## src/rtl/sd_cmd_tx_if.sv

```systemverilog
// Command-path bundle between the SD host FSM and the CMD-line transmitter.
interface sd_cmd_tx_if;
    logic        bit_en;
    logic        start;
    logic [5:0]  cmd_index;
    logic [31:0] cmd_arg;
    logic        cmd_out;
    logic        cmd_oe;
    logic        busy;
    logic        done;
    logic [6:0]  crc_dbg;

    modport master (
        output bit_en, start, cmd_index, cmd_arg,
        input  cmd_out, cmd_oe, busy, done, crc_dbg
    );
    modport slave (
        input  bit_en, start, cmd_index, cmd_arg,
        output cmd_out, cmd_oe, busy, done, crc_dbg
    );
endinterface

```

## src/rtl/sd_cmd_tx.sv

```systemverilog
// Serialises a 48-bit SD command frame MSB first on the CMD line, appending a
// serially computed CRC7 and TAIL_BITS idle-high bits before releasing the pad.
module sd_cmd_tx #(
    parameter int unsigned TAIL_BITS = 8
) (
    input  logic        clk,
    input  logic        rst,
    sd_cmd_tx_if.slave  bus
);
    typedef enum logic [2:0] {IDLE, ARM, BODY, CRC, END, TAIL} state_t;

    state_t      state, state_n;
    logic [5:0]  cnt, cnt_n;
    logic [39:0] sr, sr_n;
    logic [6:0]  crc, crc_n;
    logic        out_q, out_n;
    logic        oe_q, oe_n;
    logic        busy_q, busy_n;
    logic        done_q, done_n;

    function automatic logic [6:0] crc_step(input logic [6:0] c, input logic d);
        logic fb;
        fb = c[6] ^ d;
        return {c[5:0], fb} ^ {3'b000, fb, 3'b000};
    endfunction

    always_ff @(posedge clk or posedge rst) begin
        if (rst) begin
            state  <= IDLE;
            cnt    <= '0;
            sr     <= '0;
            crc    <= '0;
            out_q  <= 1'b1;
            oe_q   <= 1'b0;
            busy_q <= 1'b0;
            done_q <= 1'b0;
        end else begin
            state  <= state_n;
            cnt    <= cnt_n;
            sr     <= sr_n;
            crc    <= crc_n;
            out_q  <= out_n;
            oe_q   <= oe_n;
            busy_q <= busy_n;
            done_q <= done_n;
        end
    end

    always_comb begin
        state_n = state;
        cnt_n   = cnt;
        sr_n    = sr;
        crc_n   = crc;
        out_n   = out_q;
        oe_n    = oe_q;
        busy_n  = busy_q;
        done_n  = 1'b0;
        case (state)
            IDLE: if (bus.start) begin
                sr_n    = {2'b01, bus.cmd_index, bus.cmd_arg};
                crc_n   = '0;
                busy_n  = 1'b1;
                state_n = ARM;
            end
            ARM: if (bus.bit_en) begin
                oe_n    = 1'b1;
                out_n   = sr[39];
                crc_n   = crc_step(crc, sr[39]);
                sr_n    = {sr[38:0], 1'b0};
                cnt_n   = 6'd38;
                state_n = BODY;
            end
            BODY: if (bus.bit_en) begin
                out_n = sr[39];
                crc_n = crc_step(crc, sr[39]);
                sr_n  = {sr[38:0], 1'b0};
                if (cnt == 6'd0) begin
                    cnt_n   = 6'd6;
                    state_n = CRC;
                end else begin
                    cnt_n = cnt - 6'd1;
                end
            end
            CRC: if (bus.bit_en) begin
                out_n = crc[cnt[2:0]];
                if (cnt == 6'd0) state_n = END;
                else             cnt_n   = cnt - 6'd1;
            end
            END: if (bus.bit_en) begin
                // TAIL runs TAIL_BITS+1 strobes: one per idle slot plus the
                // strobe that closes the last driven slot (end bit when 0).
                out_n   = 1'b1;
                cnt_n   = 6'(TAIL_BITS);
                state_n = TAIL;
            end
            TAIL: if (bus.bit_en) begin
                out_n = 1'b1;
                if (cnt == 6'd0) begin
                    oe_n    = 1'b0;
                    busy_n  = 1'b0;
                    done_n  = 1'b1;
                    state_n = IDLE;
                end else begin
                    cnt_n = cnt - 6'd1;
                end
            end
            default: state_n = IDLE;
        endcase
    end

    assign bus.cmd_out = out_q;
    assign bus.cmd_oe  = oe_q;
    assign bus.busy    = busy_q;
    assign bus.done    = done_q;
    assign bus.crc_dbg = crc;
endmodule

```

## src/flat_wrapper.sv

```systemverilog
// flat-port wrapper written by rule: the top's interface ports become plain ports
module sd_cmd_tx_flat 
#(
    parameter int unsigned TAIL_BITS = 8
)
  (clk, rst, bus_bit_en, bus_start, bus_cmd_index, bus_cmd_arg, bus_cmd_out, bus_cmd_oe, bus_busy, bus_done, bus_crc_dbg);
  sd_cmd_tx_if bus_i ();
  input  logic clk;
  input  logic rst;
  input wire logic [$bits(bus_i.bit_en)-1:0] bus_bit_en;
  input wire logic [$bits(bus_i.start)-1:0] bus_start;
  input wire logic [$bits(bus_i.cmd_index)-1:0] bus_cmd_index;
  input wire logic [$bits(bus_i.cmd_arg)-1:0] bus_cmd_arg;
  output wire logic [$bits(bus_i.cmd_out)-1:0] bus_cmd_out;
  output wire logic [$bits(bus_i.cmd_oe)-1:0] bus_cmd_oe;
  output wire logic [$bits(bus_i.busy)-1:0] bus_busy;
  output wire logic [$bits(bus_i.done)-1:0] bus_done;
  output wire logic [$bits(bus_i.crc_dbg)-1:0] bus_crc_dbg;
  assign bus_i.bit_en = bus_bit_en;
  assign bus_i.start = bus_start;
  assign bus_i.cmd_index = bus_cmd_index;
  assign bus_i.cmd_arg = bus_cmd_arg;
  assign bus_cmd_out = bus_i.cmd_out;
  assign bus_cmd_oe = bus_i.cmd_oe;
  assign bus_busy = bus_i.busy;
  assign bus_done = bus_i.done;
  assign bus_crc_dbg = bus_i.crc_dbg;
  sd_cmd_tx #(.TAIL_BITS(TAIL_BITS)) u_core (.clk(clk), .rst(rst), .bus(bus_i));
endmodule
```

## config.mk

```make
export PLATFORM = sky130hd
export DESIGN_NAME = sd_cmd_tx_flat
export DESIGN_NICKNAME = d
export VERILOG_FILES = /design/src/rtl/sd_cmd_tx_if.sv /design/src/rtl/sd_cmd_tx.sv /design/src/flat_wrapper.sv
export SDC_FILE = /design/constraint.sdc
export NUM_CORES = 1
export LEC_CHECK = 0
export CORE_ASPECT_RATIO = 1.4
export CORE_MARGIN = 2
export CORE_UTILIZATION = 59
export DETAILED_ROUTE_END_ITERATION = 8
export PLACE_DENSITY_LB_ADDON = 0.12
export SYNTH_ARGS = -nofsm -noshare
export SYNTH_HDL_FRONTEND = slang
export SYNTH_SLANG_ARGS = --single-unit
```

## constraint.sdc

```tcl
create_clock -name clk -period 3.8 [get_ports clk]
set_clock_uncertainty 0.05 [all_clocks]
set_input_delay 0.76 -clock clk [delete_from_list [all_inputs] [get_ports clk]]
set_output_delay 0.76 -clock clk [all_outputs]
set_load 0.05 [all_outputs]
```

**Yosys cells after proc, flatten, opt, wreduce, memory -nomap -nowiden**

Cells that the tools add are included.

- Logic and storage cells: 83
- Latch bits: 0
- Bits in registers: 60
- Bits of input ports: 42
- Bits in writable memories: 0
- Memories: 0
- Output and inout bits: 11
- ROM bits: 0

- Multiply operators: 0
- Reductions and logical operators: 16
- Equality and inequality tests: 18
- Bitwise logic cells: 2
- Div/mod/pow operators: 0
- Mux-type cells: 37
- Shift operators: 0
- $lt $le $gt $ge: 1
- $add $sub $neg: 1

Operators by type and width:

| kind | number |
|---|---|
| 40-bit 2-to-1 mux | 2 |
| 40-bit case mux with 2 select lines | 1 |
| 6-bit 2-to-1 mux | 6 |
| 3-bit 2-to-1 mux | 9 |
| 6-bit case mux with 4 select lines | 1 |
| 3-bit case mux with 6 select lines | 1 |
| 7-bit 2-to-1 mux | 2 |
| 2-bit inequality test, second input constant | 7 |
| 7-bit case mux with 2 select lines | 1 |
| 2-bit by 1-bit inequality test with 1-bit output, second input constant | 6 |
| 4-bit AND reduction | 3 |
| 1-bit 2-to-1 mux | 10 |
| 9-bit AND reduction | 1 |
| 7-bit by 4-bit bitwise XOR with 7-bit output | 1 |
| 3-bit by 2-bit == test with 1-bit output, second input constant | 2 |
| 3-bit == test, second input constant | 2 |
| 6-bit zero test | 1 |
| 6-bit AND reduction | 1 |
| 2-bit nonzero test | 3 |
| 2-bit OR reduction | 3 |
| 6-bit by 1-bit subtractor with 6-bit output, second input constant | 1 |
| 3-bit by 4-bit < comparator with 1-bit output, second input constant | 1 |
| 1-bit case mux with 2 select lines | 2 |
| 4-bit nonzero test | 1 |
| 7 further kinds | 7 |

**Longest topological paths before layout**

Gate-level depths: netlist of run 1.

- Depth after elaboration: 4
- Mapped depth: 7
- Depth with buffers taken out: 6

**Least setup slack after synthesis of run 1**

No wires, ideal clock.

- Path type: input to register
- From: input bus_bit_en
- To: register u_core.sr[12]
- Slack: 1.863 ns
- Data required time: 3.625 ns
- Library setup time: 0.125 ns
- Stages on the path: 6
- Buffers on the path: 2
- Arrival time: 1.762 ns
- Path through: mux2i_1 > o21a_2 > nor2_4 > buf_6 > buf_12 > mux2_4

- Cells in the longest elaborated chain, start to end: 2

Ends and longest elaborated chain:

| element | RTL line | source |
|---|---|---|
| start, declared | flat_wrapper.sv:10 | `input wire logic [$bits(bus_i.bit_en)-1:0] bus_bit_en;` |
| 2-bit by 1-bit inequality test with 1-bit output (no source line) | -- |  |
| 3-bit AND reduction (no source line) | -- |  |
| end signal, assigned | sd_cmd_tx.sv:40 | `sr <= sr_n;` |
| end, declared | sd_cmd_tx.sv:14 | `logic [39:0] sr, sr_n;` |

Every way passes these cells.
A chain may end at the register's enable or synchronous reset.

**Final worst setup path of run 1**

- From: input bus_bit_en
- To: register u_core.sr[11]

The elaborated chain is that of the path after synthesis.

==> flow_summary.ini, run 1 <==
[global_route]
grt_pass1_wl_mm = 11.6
antenna_found_initial = 0
grt-ovfl-total = 0
grt.total_usage_pct = 22.7
grt_max_degree = 37
grt_pass1_vias = 2358

[setup_path]
critical_path_class = in -> reg
cp-start-kind = primary input
end_kind = flop
arrival_ps = 2980
cp.required_ps = 3960
worstPathMaxFanout = 17

[floorplan]
die_w_um = 69.4
core_area_mm2 = 0.00582
core.rowCount = 33
start_util_pct = 60.7
num_io_pins = 53
die_h_um = 95.6
dieArea_mm2 = 0.00663

[route]
wl_met3_um = 224
first_pass_iters = 4
routed_wl_mm = 6.90
vias = 2275
met2WireLength_mm = 3.64
wl_per_cell_um = 17.5
viasPerCell = 5.77
top_layer = met4
antenna_left = 0
drc = 0
first_iter_violations = 106
wl_met1_mm = 2.93

[clocking]
clkLatencyLatePin_ps = 340
numCtsBuffers = 9
cts.sinks = 60
clk_pin_slew_ps = 60
cts_root_buffer = clkbuf_8
cts_max_path_buffers = 2
postCtsSetupBuffers = 0
postCtsHoldBufs = 0
cts_resized = 0
cts_tree = built
htree_levels = 3

[synth]
ys_seq_area_share_pct = 42.5
synth_top_area_share_pct = 41.8
synth_seq_cells = 60
yosys_warnings = 0
synth_top_area_cell = dfrtp_1
synthFlopType = dfrtp_1
async_flop_share_pct = 100
yosys-top-cells-area = dfrtp_1 42%, mux2_4 31%, o21ai_0 3.1%
netlist_instances = 269
syn_area_per_cell_um2 = 13.1
synthesis.area_mm2 = 0.00353
synth_edf_count = 0
yosysUniqueCellTypes = 48
syn-num-nets = 312

[power_and_ir_drop]
irDropWorstVdd_v = 0.000502
p_total_uw = 3500
p_leak_uw = 0.00188
p_per_area_mw_per_mm2 = 822

[sta]
rsz0062_at_grt = false
clock.fmax_mhz = 356
fin_crit_ps = 2810
drv_slew = 0
worstMarginPinSlew_ps = 761
fin_setup_tns_ps = 0
hold_viol = 0
slew_headroom_pct = 49.2
period_share_pct = 74.0
setup_violations = 0
finalWorstSetupSlack_ps = 989
whs_ps = 462

[hold_path]
min_path_type = reg -> reg

[layout]
nFillCells = 406
nets = 363
final_core_util_pct = 73.2
register_area_mm2 = 0.00150
antennaDiodeCount = 0
multiInputGateArea_mm2 = 0.00184
areaGrowthSynthToFinish_pct = 20.6
drive_above_1_share_pct = 32.1

[run]
maxCapViolations = 0

[placed_design]
gp_congestion = 0.855
place_ws_ps = 667
numPortBuffers = 52
dp_hpwl_mm = 4.93

[status]
outcome = complete, no violations
[through the flow]
step	area, um^2	std cells
final	4260	394
after global routing	4260	394
after CTS	4260	394
after detailed placement	4070	379
after global placement	4070	379
after floorplan	3530	269
[Yosys cell counts (2+ instances only)]
cell type / count
clkbuf_1: 6
mux2_2: 2
nand2_1: 10
nor2_1: 6
a21oi_1: 4
a221oi_1: 4
buf_4: 2
o21ai_0: 22
o211ai_1: 2
inv_1: 11
nor2_4: 2
or3_1: 2
nand2b_1: 2
xnor2_1: 2
nand3_1: 4
mux2_4: 72
nor2b_1: 2
o41ai_1: 4
buf_6: 8
a41oi_1: 2
a211oi_1: 2
a31oi_1: 3
and2_1: 2
dfrtp_1: 59
o221ai_1: 2
o31ai_1: 6
mux2i_1: 5
[registers in the layout, summed over array words and instances (netlist names)]
register            flops
u_core.bus.busy         1
u_core.bus.cmd_oe       1
u_core.bus.done         1
u_core.cnt              6
u_core.sr              40
u_core.bus.crc_dbg      7
u_core.bus.cmd_out      1
u_core.state            3
[power by group]
group / switching (uW) / leakage, uW / internal, uW
Clock: 245 / 0.0000979 / 313
Sequential: 242 / 0.000721 / 928
Combinational: 691 / 0.00106 / 1080
Total: 1180 / 0.00188 / 2330
[worst max-delay path: stages]
cell and delay, ps:
clkdlybuf4s50_1 720, mux2i_1 140, o21a_2 330, nor2_4 450, buf_12 230, mux2_2 340
[cell usage in the layout (no fill, tap or decap), types with 2 or more instances in the layout]
cell / synthesis / layout
clkdlybuf4s50_1: 0 / 52
or3_1: 2 / 2
a221oi_1: 4 / 4
o221ai_1: 2 / 2
clkbuf_8: 0 / 10
xnor2_1: 2 / 2
o211ai_1: 2 / 2
o31ai_1: 6 / 6
nor2_4: 2 / 2
clkinv_2: 0 / 3
buf_4: 2 / 3
a21oi_1: 4 / 4
mux2_4: 72 / 72
a31oi_1: 3 / 3
and2_1: 2 / 2
nand2b_1: 2 / 2
a211oi_1: 2 / 2
nand2_1: 10 / 10
nor2b_1: 2 / 2
dfrtp_1: 59 / 59
a41oi_1: 2 / 2
nand3_1: 4 / 4
mux2_2: 2 / 2
buf_12: 1 / 3
nor2_1: 6 / 6
mux2i_1: 5 / 5
o41ai_1: 4 / 4
o21ai_0: 22 / 22
inv_1: 11 / 10
[layout make-up]
cell class	count	share of cell area (%)
Clock buffer	10	3.23
Clock inverter	5	1.23
Inverter	11	0.969
Multi-Input combinational cell	180	43.1
Sequential cell	60	35.3
Tap cell	70	2.06
Timing Repair Buffer	58	14.2
[worst paths after layout]
check                                      from                  to  slack, ps  depth (start not counted)
worst max-delay path                 bus_bit_en       u_core.sr[11]        990                          6
worst min-delay path               u_core.sr[6]        u_core.sr[6]        460                          1
worst max register to register  u_core.state[0]       u_core.sr[11]       1300                          5
worst min register to register     u_core.sr[6]        u_core.sr[6]        460                          1
max in group asynchronous                   rst  u_core.bus.cmd_out       2110                          3
min in group asynchronous                   rst       u_core.sr[20]        830                          2
[layer usage]
metal	vias up	track usage, %
met5	-	0
met4	0	10.3
met3	8	4.65
met2	50	38.3
met1	1122	28.3
li1	1095	-
[kinds of logic after synthesis]
kind of cell / count (synthesis) / synth area share [%]
compound gates: 59 / 11.2
xor+xnor: 3 / 1.28
fa+ha+maj: 1 / 0.354
buf+inv: 29 / 5.49
flops: 60 / 42.5
mux: 80 / 33.3
simple gates: 37 / 5.81
No activity file was read; power rests on OpenSTA's default activity.
==> inputs of run 2 (changes only) <==
- CORE_UTILIZATION: 59 -> 54
- clock period: 3.8 -> 2.9 ns (I/O delays scaled with it)
==> run 2 against run 1 <==
Effect of this change:
- global-route usage down 1.3 points
- final area is 0.88% higher
- sequential power rose by 32%
- first-iteration DRC count grew 5.7%
- die area is 8.8% higher
- non-clock buffer count grew 2
- worst setup slack got worse by 420 ps
- clock power is 56% higher
- sequential cell count unchanged
- core utilization down 4.5 points
- hold slack about the same
- clock-buffer cell count grew 2
- largest cell class unchanged
- largest power group unchanged
==> flow_summary.ini, run 2 (synthesis results as in run 1) <==
[status]
outcome = complete, no violations

[setup_path]
max_stage_delay_ps = 810
cp_slowest_cell = clkdlybuf4s50_1
critical_path_class = reg -> out
worstPathMaxFanout = 4
cp_num_buf_inv = 1
crit_chain = clkdlybuf4s50_1
cp-start-kind = flop
cp.required_ps = 2270
critPathTopFamily = buffers and inverters
arrival_ps = 1700
end_kind = primary output

[route]
routed_wl_mm = 6.98
first_pass_iters = 4
antenna_left = 0
drc = 0
viasPerCell = 5.77
first_iter_violations = 112
vias = 2302
wl_per_cell_um = 17.5

[layout]
nets = 365
final_core_util_pct = 68.7
nFillCells = 462
register_area_mm2 = 0.00150
final_cell_mix = 72 x mux2_4, 59 x dfrtp_1, 52 x clkdlybuf4s50_1
multiInputGateArea_mm2 = 0.00184
antennaDiodeCount = 0
largest_reg_flops = 40
areaGrowthSynthToFinish_pct = 21.7
drive_above_1_share_pct = 32.7
top_register = u_core.sr
final_common_cell = mux2_4

[sta]
rsz0062_at_grt = false
period_share_pct = 80.2
hold_viol = 0
fin_setup_tns_ps = 0
finalWorstSetupSlack_ps = 574
setup_violations = 0
drv_slew = 0
worstMarginPinSlew_ps = 740
slew_headroom_pct = 50.6
fin_crit_ps = 2330
clock.fmax_mhz = 430

[power_and_ir_drop]
irDropWorstVdd_v = 0.000554
p_per_area_mw_per_mm2 = 1090
p_leak_uw = 0.00191

[global_route]
grt_max_degree = 40
grt_pass1_wl_mm = 11.8
grt_pass1_vias = 2409
grt.total_usage_pct = 21.4
antenna_found_initial = 0
grt-ovfl-total = 0

[floorplan]
die_w_um = 72.4
die_h_um = 99.7
core_area_mm2 = 0.00625
dieArea_mm2 = 0.00721
num_io_pins = 53
start_util_pct = 56.5
core.rowCount = 34

[clocking]
cts_tree = built
clk_pin_slew_ps = 70
cts_max_path_buffers = 2
cts_root_buffer = clkbuf_8
numCtsBuffers = 9
postCtsHoldBufs = 0
cts.sinks = 60
cts_resized = 0
clkLatencyLatePin_ps = 340
htree_levels = 3
postCtsSetupBuffers = 0

[placed_design]
gp_congestion = 0.889
dp_hpwl_mm = 4.77
numPortBuffers = 52
place_ws_ps = 318

[hold_path]
min_path_type = reg -> reg

[run]
maxCapViolations = 0
[run 2: worst paths after layout]
path,startpoint,to,slack (ps),cells after the start
worst max-delay path,u_core.bus.cmd_out,bus_cmd_out,570,1
worst min-delay path,u_core.sr[6],u_core.sr[6],460,1
worst max register to register,u_core.state[0],u_core.sr[11],670,5
worst min register to register,u_core.sr[6],u_core.sr[6],460,1
max in group asynchronous,rst,u_core.sr[35],1510,3
min in group asynchronous,rst,u_core.sr[13],640,2
[run 2: final cells by class]
cell class	count	share of cell area [%]
clock inverters	4	1.63
flip-flops and latches	60	35.0
multi-input cells	180	42.7
inverters	11	0.961
clock buffers	12	3.84
well taps	72	2.10
repair buffers	60	13.8
[run 2: metal layers]
layer	routed length [um]	global-route usage [%]	part of all wire, %	vias up
met2	3590	35.2	51	53
met5	0	0	0	-
met1	2910	26.2	42	1123
li1	-	-	-	1109
met4	155	9.14	2.2	0
met3	322	5.57	4.6	17
[run 2: per-stage QoR]
step                      cells  total power [uW]  area, um^2  hold slack [ps]
after global placement      383              3790        4060              443
after detailed placement    383              3820        4060              447
final                       399              4690        4300              462
after global routing        399              4970        4300              477
after CTS                   399              4730        4300              464
after floorplan             269              3500        3530              426
[run 2: where the power goes]
| group | switching (uW) | total, uW | internal, uW |
|---|---|---|---|
| combinational | 889 | 2280 | 1390 |
| sequential | 321 | 1540 | 1220 |
| clock | 322 | 873 | 551 |
| total | 1530 | 4690 | 3160 |
